## config.mk

```make
export PLATFORM = sky130hd
export DESIGN_NAME = uart_tx_fifo
export DESIGN_NICKNAME = d
export VERILOG_FILES = /design/src/rtl/uart_tx_fifo.sv
export SDC_FILE = /design/constraint.sdc
export NUM_CORES = 1
export LEC_CHECK = 0
export CORE_UTILIZATION = 32
export CTS_CLUSTER_SIZE = 28
export DETAILED_ROUTE_END_ITERATION = 8
export PLACE_DENSITY = 0.47
export SYNTH_ARGS = -nofsm -noshare
export SYNTH_HDL_FRONTEND = slang
export SYNTH_SLANG_ARGS = --single-unit
```

## constraint.sdc

```tcl
create_clock -name CLK -period 7.03 [get_ports CLK]
set_input_delay 0.703 -clock CLK [delete_from_list [all_inputs] [get_ports CLK]]
set_output_delay 0.703 -clock CLK [all_outputs]
set_load 0.03 [all_outputs]
```

## src/rtl/uart_tx_fifo.sv

```systemverilog
// ==== uart_tx_fifo : 8N1 UART transmitter fed by a small byte FIFO ====
// ==== Rev 1.0                                                       ====
`default_nettype none

module uart_tx_fifo #(
   parameter int CLK_FREQ_HZ = 10_000_000,
   parameter int BAUD_RATE   = 115_200,
   parameter int FIFO_DEPTH  = 4
) (
   input  logic                          CLK,
   input  logic                          RESET,
   input  logic                          wr_valid,
   input  logic [7:0]                    wr_data,
   output logic                          wr_ready,
   output logic                          TXD,
   output logic                          busy,
   output logic [$clog2(FIFO_DEPTH):0]   fifo_count
);

   localparam int DIV = CLK_FREQ_HZ / BAUD_RATE;
   localparam int AW  = $clog2(FIFO_DEPTH);
   localparam int CW  = AW + 1;
   localparam int BW  = $clog2(DIV + 1);

   localparam logic [BW-1:0] BAUD_LAST  = BW'(DIV - 1);
   localparam logic [BW-1:0] BAUD_END   = BW'(DIV);
   localparam logic [CW-1:0] COUNT_FULL = CW'(FIFO_DEPTH);

   generate
      if (DIV < 2) begin : g_div_check
         $error("uart_tx_fifo: CLK_FREQ_HZ / BAUD_RATE must be at least 2");
      end
      if ((FIFO_DEPTH < 2) || ((FIFO_DEPTH & (FIFO_DEPTH - 1)) != 0)) begin : g_depth_check
         $error("uart_tx_fifo: FIFO_DEPTH must be a power of 2 and at least 2");
      end
   endgenerate

   typedef enum logic [1:0] {
      IDLE  = 2'd0,
      START = 2'd1,
      DATA  = 2'd2,
      STOP  = 2'd3
   } state_t;

   logic [7:0]    mem_q [FIFO_DEPTH];
   logic [AW-1:0] wr_ptr_q;
   logic [AW-1:0] rd_ptr_q;
   logic [CW-1:0] count_q;
   logic [CW-1:0] count_d;

   state_t        state_q, state_d;
   logic [BW-1:0] baud_q, baud_d;
   logic [2:0]    bit_q, bit_d;
   logic [7:0]    shift_q, shift_d;
   logic          txd_q, txd_d;

   logic          w_push;
   logic          w_pop;

   assign wr_ready   = (count_q != COUNT_FULL);
   assign w_push     = wr_valid && wr_ready;
   assign fifo_count = count_q;
   assign busy       = (state_q != IDLE) || (count_q != '0);
   assign TXD        = txd_q;

   always_comb begin
      count_d = count_q;
      if (w_push && !w_pop) begin
         count_d = count_q + CW'(1);
      end else if (!w_push && w_pop) begin
         count_d = count_q - CW'(1);
      end
   end

   always_ff @(posedge CLK) begin
      if (RESET) begin
         wr_ptr_q <= '0;
         rd_ptr_q <= '0;
         count_q  <= '0;
      end else begin
         if (w_push) begin
            wr_ptr_q <= wr_ptr_q + AW'(1);
         end
         if (w_pop) begin
            rd_ptr_q <= rd_ptr_q + AW'(1);
         end
         count_q <= count_d;
      end
   end

   always_ff @(posedge CLK) begin
      if (w_push) begin
         mem_q[wr_ptr_q] <= wr_data;
      end
   end

   always_comb begin
      state_d = state_q;
      baud_d  = baud_q;
      bit_d   = bit_q;
      shift_d = shift_q;
      w_pop   = 1'b0;
      txd_d   = 1'b1;

      // The line register follows the state one cycle later.
      case (state_q)
         IDLE:    txd_d = 1'b1;
         START:   txd_d = 1'b0;
         DATA:    txd_d = shift_q[0];
         STOP:    txd_d = 1'b1;
         default: txd_d = 1'b1;
      endcase

      case (state_q)
         IDLE: begin
            if (count_q != '0) begin
               w_pop   = 1'b1;
               shift_d = mem_q[rd_ptr_q];
               baud_d  = '0;
               state_d = START;
            end
         end
         START: begin
            if (baud_q == BAUD_LAST) begin
               baud_d  = '0;
               bit_d   = 3'd0;
               state_d = DATA;
            end else begin
               baud_d = baud_q + BW'(1);
            end
         end
         DATA: begin
            if (baud_q == BAUD_LAST) begin
               baud_d  = '0;
               shift_d = {1'b0, shift_q[7:1]};
               if (bit_q == 3'd7) begin
                  state_d = STOP;
               end else begin
                  bit_d = bit_q + 3'd1;
               end
            end else begin
               baud_d = baud_q + BW'(1);
            end
         end
         STOP: begin
            // One extra count before IDLE keeps busy high until the
            // registered line has finished the stop bit.
            if ((baud_q >= BAUD_LAST) && (count_q != '0)) begin
               w_pop   = 1'b1;
               shift_d = mem_q[rd_ptr_q];
               baud_d  = '0;
               state_d = START;
            end else if (baud_q == BAUD_END) begin
               baud_d  = '0;
               state_d = IDLE;
            end else begin
               baud_d = baud_q + BW'(1);
            end
         end
         default: begin
            state_d = IDLE;
            baud_d  = '0;
         end
      endcase
   end

   always_ff @(posedge CLK) begin
      if (RESET) begin
         state_q <= IDLE;
         baud_q  <= '0;
         bit_q   <= '0;
         shift_q <= '0;
         txd_q   <= 1'b1;
      end else begin
         state_q <= state_d;
         baud_q  <= baud_d;
         bit_q   <= bit_d;
         shift_q <= shift_d;
         txd_q   <= txd_d;
      end
   end

endmodule

`default_nettype wire

```

[Word level (Yosys, flattened, before mapping)]
Memory sizes are Yosys's and may differ from the RTL's. A register that Yosys moved wholly into a read port is not among the register bits.
Index checks and enable logic that the tools add are counted.
Operators by class
  $add $sub $neg: 6
  $lt $le $gt $ge: 1
  eq/ne operators: 14
  mux-type cells: 30
  reduce and logical (&&, ||, !) cells: 18
Operators with widths (number)
  $mux W7: 4
  $mux W8: 3
  $pmux W8 S3: 1
  $pmux W7 S3: 1
  $mux W2: 8
  $mux W3: 5
  $eq A7 B7 Y1 const B: 2
  $ne A2 B2 Y1 const B: 6
  $pmux W2 S4: 1
  $reduce_and A4 Y1: 2
  $add A7 B1 Y7 const B: 1
  $ge A7 B7 Y1 const B: 1
  $add A3 B1 Y3 const B: 2
  $ne A3 B3 Y1 const B: 2
  $pmux W3 S2: 1
  $reduce_bool A2 Y1: 3
  $reduce_bool A3 Y1: 2
  $reduce_and A5 Y1: 1
  $add A2 B1 Y2 const B: 2
  $eq A2 B2 Y1 const B: 2
  $logic_and A1 B1 Y1: 4
  $mux W1: 4
  $reduce_or A2 Y1: 2
  $eq A3 B3 Y1 const B: 1
  7 further kinds: 8
Word-level totals
  register bits after elaboration: 28
  bits in writable memories: 32
  memories kept: 1
Memories
  mem_q: depth 4, width 8, rd ports 1, clocked after Yosys merged registers in 1, write ports 1, RTL line 45  | logic [7:0] mem_q [FIFO_DEPTH];

[Depth between registers and ports, before layout]
  depth after elaboration: 7
  gate-level depth with buffers: 11

[Worst setup path after synthesis]
No wires, ideal clock.
  path kind: register to register
  start: register baud_q[1]
  end: register count_q[2], in the netlist fifo_count[2]
  setup time: 71 ps
  arrival: 2550 ps
  required time: 6959 ps
  setup slack: 4410 ps
  cell stages (with the launch flop): 12
  path buffers: 0
  clock period less this slack: 2620 ps
  cells stage by stage: dfxtp_1 > inv_1 > ha_1 > o311ai_2 > a211oi_1 > o21ai_0 > ha_1 > inv_1 > fa_1 > xor2_1 > or3_1 > a21oi_1
On the way
  cells in the longest elaborated chain, start to end: 7
Ends and longest elaborated chain
  from (decl): RTL line 52  | logic [BW-1:0] baud_q, baud_d;
  from (signal assigned): RTL line 176  | baud_q <= baud_d;
  $ge A7 B7 Y1 (*): RTL line 148  | if ((baud_q >= BAUD_LAST) && (count_q != '0)) begin
  $logic_and A1 B1 Y1 (*): RTL line 148
  $mux W1 (*): RTL line 148
  $pmux W1 S2 (*): RTL line 114  | case (state_q)
  $logic_not A1 Y1: RTL line 68  | if (w_push && !w_pop) begin
  $logic_and A1 B1 Y1: RTL line 68
  $mux W3 / $reduce_bool A2 Y1 (equally long branches)
  to (signal assigned): RTL line 87  | count_q <= count_d;
  to (decl): RTL line 48  | logic [CW-1:0] count_q;
Every way passes the cells marked *; elsewhere a longest branch is shown, timed or not.
A chain may end at the register's enable or synchronous reset.

[Final worst setup path]
  start: register state_q[0]
  end: output busy
On the way
  cells in the longest elaborated chain, start to end: 2
Ends and longest elaborated chain
  from (decl): RTL line 51  | state_t state_q, state_d;
  from (signal assigned): RTL line 175  | state_q <= state_d;
  $reduce_bool A2 Y1: RTL line 63  | assign busy = (state_q != IDLE) || (count_q != '0);
  $logic_or A1 B1 Y1: RTL line 63
  to (decl): RTL line 16  | output logic busy,
Every way passes these cells.

==> results.json <==
{
  "outcome": "finished, final reports clean",
  "htree_levels": 3,
  "cts-root-buf": "clkbuf_8",
  "synth_seq_cells": 62,
  "final_area_um2": 3340,
  "rows": 34,
  "ys_top_cells_by_area": "edfxtp_1 33%, dfxtp_1 21%, ha_1 6.4%, mux4_2 6.2%, mux2i_1 4.5%",
  "p_per_area_nw_per_um2": 374,
  "finClkSkew_ps": 9.37,
  "layout_common_cells": "32 x edfxtp_1, 30 x dfxtp_1, 30 x nor2_1, 16 x clkdlybuf4s50_1, 15 x ha_1",
  "die_h_um": 97.5,
  "cts_max_path_buffers": 2,
  "p_total_w": 0.00125,
  "routed_via_density": 4.88,
  "synth_flop_cell": "edfxtp_1",
  "fin_cells": 368,
  "cts_hold_buf": 0,
  "avgSynthCellArea_um2": 12.3,
  "slew_headroom": 0.428,
  "grt_max_degree": 32,
  "fin_crit_sh": 0.474,
  "cts_buffers": 9,
  "worst_ep_arrival_time_ps": 2630,
  "yosys_warnings": 0,
  "critical_path_class": "reg2out",
  "crit_required_ps": 6330,
  "routed_wl_um": 5320,
  "yosysSeqAreaShare": 0.535,
  "final_common_cell": "edfxtp_1",
  "grt.busiest_layer": "met2",
  "die_width_um": 97.5,
  "irDropWorstVdd_uv": 135,
  "drv_slew": 0,
  "rsz0062_at_grt": "false",
  "gr-usage-met1": 0.168,
  "leakagePower_nw": 1.19,
  "cts.sinks": 62,
  "globalplace.congestion": 0.742,
  "ant_nets": 0,
  "drive_gt1_frac": 0.154,
  "initial_core_util": 0.333,
  "die_area_um2": 9510,
  "dr.pass1.iters": 4,
  "setup.worst_path.end_class": "primary output",
  "finalHoldViolations": 0,
  "synth_edf_count": 32,
  "synth.top_cell.area_share": 0.329,
  "setup_violations": 0,
  "wl_per_cell_um": 14.5,
  "drc": 0,
  "fin_tns_setup_ps": 0,
  "hpwl_um": 3650,
  "syn2layout_area_growth_pct": 14.5,
  "netlist_area_um2": 2920,
  "numPortBuffers": 16,
  "grt_pass1_wl_um": 8800,
  "use_met3": 0.0410,
  "finalCriticalPeriod_ps": 3340,
  "ios": 17,
  "grt_use_met2": 0.171,
  "first_iter_violations": 74,
  "core_area_um2": 8760,
  "syn_nets": 265,
  "yosys.area.top_type": "edfxtp_1",
  "max_freq_mhz": 300,
  "cts.repair.resized": 0,
  "grt-ovfl-total": 0,
  "clkSlewWorstSetupHoldPaths_ps": 70,
  "clock_latency_ps": 340,
  "cap_violations": 0,
  "post-place-cells": 352,
  "antenna_found_initial": 0,
  "fin_nets": 282,
  "yosysUniqueCellTypes": 47,
  "antennaDiodeCount": 0,
  "hold_path.class": "reg2reg",
  "final_util": 0.381,
  "critPathLaunchType": "register",
  "synth_cells": 238,
  "worstPathMaxFanout": 9,
  "async_reset_ff_frac": 0,
  "post-cts-setup-buffers": 0,
  "grt_pass1_vias": 1695,
  "vias": 1796,
  "cts_tree": "built",
  "grt.total_usage": 0.121,
  "worst_pin_slew_ps": 855,
  "place_area_um2": 3160
}
[where the power goes]
group,internal [W],switching [W]
clock,0.000131,0.000151
combinational,0.000219,0.000261
sequential,0.000438,0.0000483
[critical path: stages, from the launching register on]
cell             delay [ps]
dfxtp_1                 330
inv_1                   140
ha_1                    290
nor4b_2                 740
inv_1                   160
clkdlybuf4s50_1         640
[stage by stage]
stage | hold slack, ps | worst slack (ps)
6_report | 493 | 3690
5_1_grt | 524 | 3480
4_1_cts | 499 | 3660
3_5_place_dp | 481 | 4030
3_3_place_gp | 470 | 4190
2_1_floorplan | 458 | 4410
[logic make-up (layout without fill, tap and decap cells)]
family          Yosys count  after routing  synth area share
fa+ha+maj                16             16            0.0712
flops                    62             62             0.535
xor+xnor                  5              5            0.0150
compound gates           36             36            0.0922
mux                      28             28             0.133
simple gates             69             69             0.120
buf+inv                  22             44            0.0339
[synth_stat cells, types with 5 or more instances]
| master | number |
|---|---|
| a21oi_1 | 9 |
| and3_1 | 5 |
| clkbuf_1 | 6 |
| dfxtp_1 | 30 |
| edfxtp_1 | 32 |
| ha_1 | 15 |
| inv_1 | 11 |
| mux2_2 | 7 |
| mux2i_1 | 13 |
| mux4_2 | 8 |
| nand2_1 | 8 |
| nand3_1 | 5 |
| nor2_1 | 30 |
| o21ai_0 | 5 |
[flip-flops by register name (all words and copies together) (netlist names), named ones only]
signal	count
TXD	1
baud_q	7
bit_q	3
fifo_count	3
mem_q	32
rd_ptr_q	2
shift_q	8
state_q	2
wr_ptr_q	2
[final cells by class]
class / count / area, µm²
multi-input combinational: 154 / 1260
clock inverter: 7 / 55.1
clock buffer: 9 / 124
fill: 843 / 5420
inverter: 11 / 41.3
timing repair buffer: 17 / 168
sequential: 62 / 1560
tap: 108 / 135
[routing by layer]
| layer | up-vias | share of wire |
|---|---|---|
| met2 | 25 | 0.43 |
| met1 | 860 | 0.52 |
| met3 | 5 | 0.035 |
| li1 | 906 | - |
| met4 | 0 | 0.014 |
| met5 | - | 0 |
[final timing paths]
kind,endpoint,slack [ps],depth (start not counted),startpoint
worst min register to register,shift_q[1],490,2,shift_q[1]
worst min-delay path,shift_q[1],490,2,shift_q[1]
worst max-delay path,busy,3690,5,state_q[0]
worst max register to register,fifo_count[2],4080,11,baud_q[1]
Note: power is estimated with default switching activity, not from simulation.
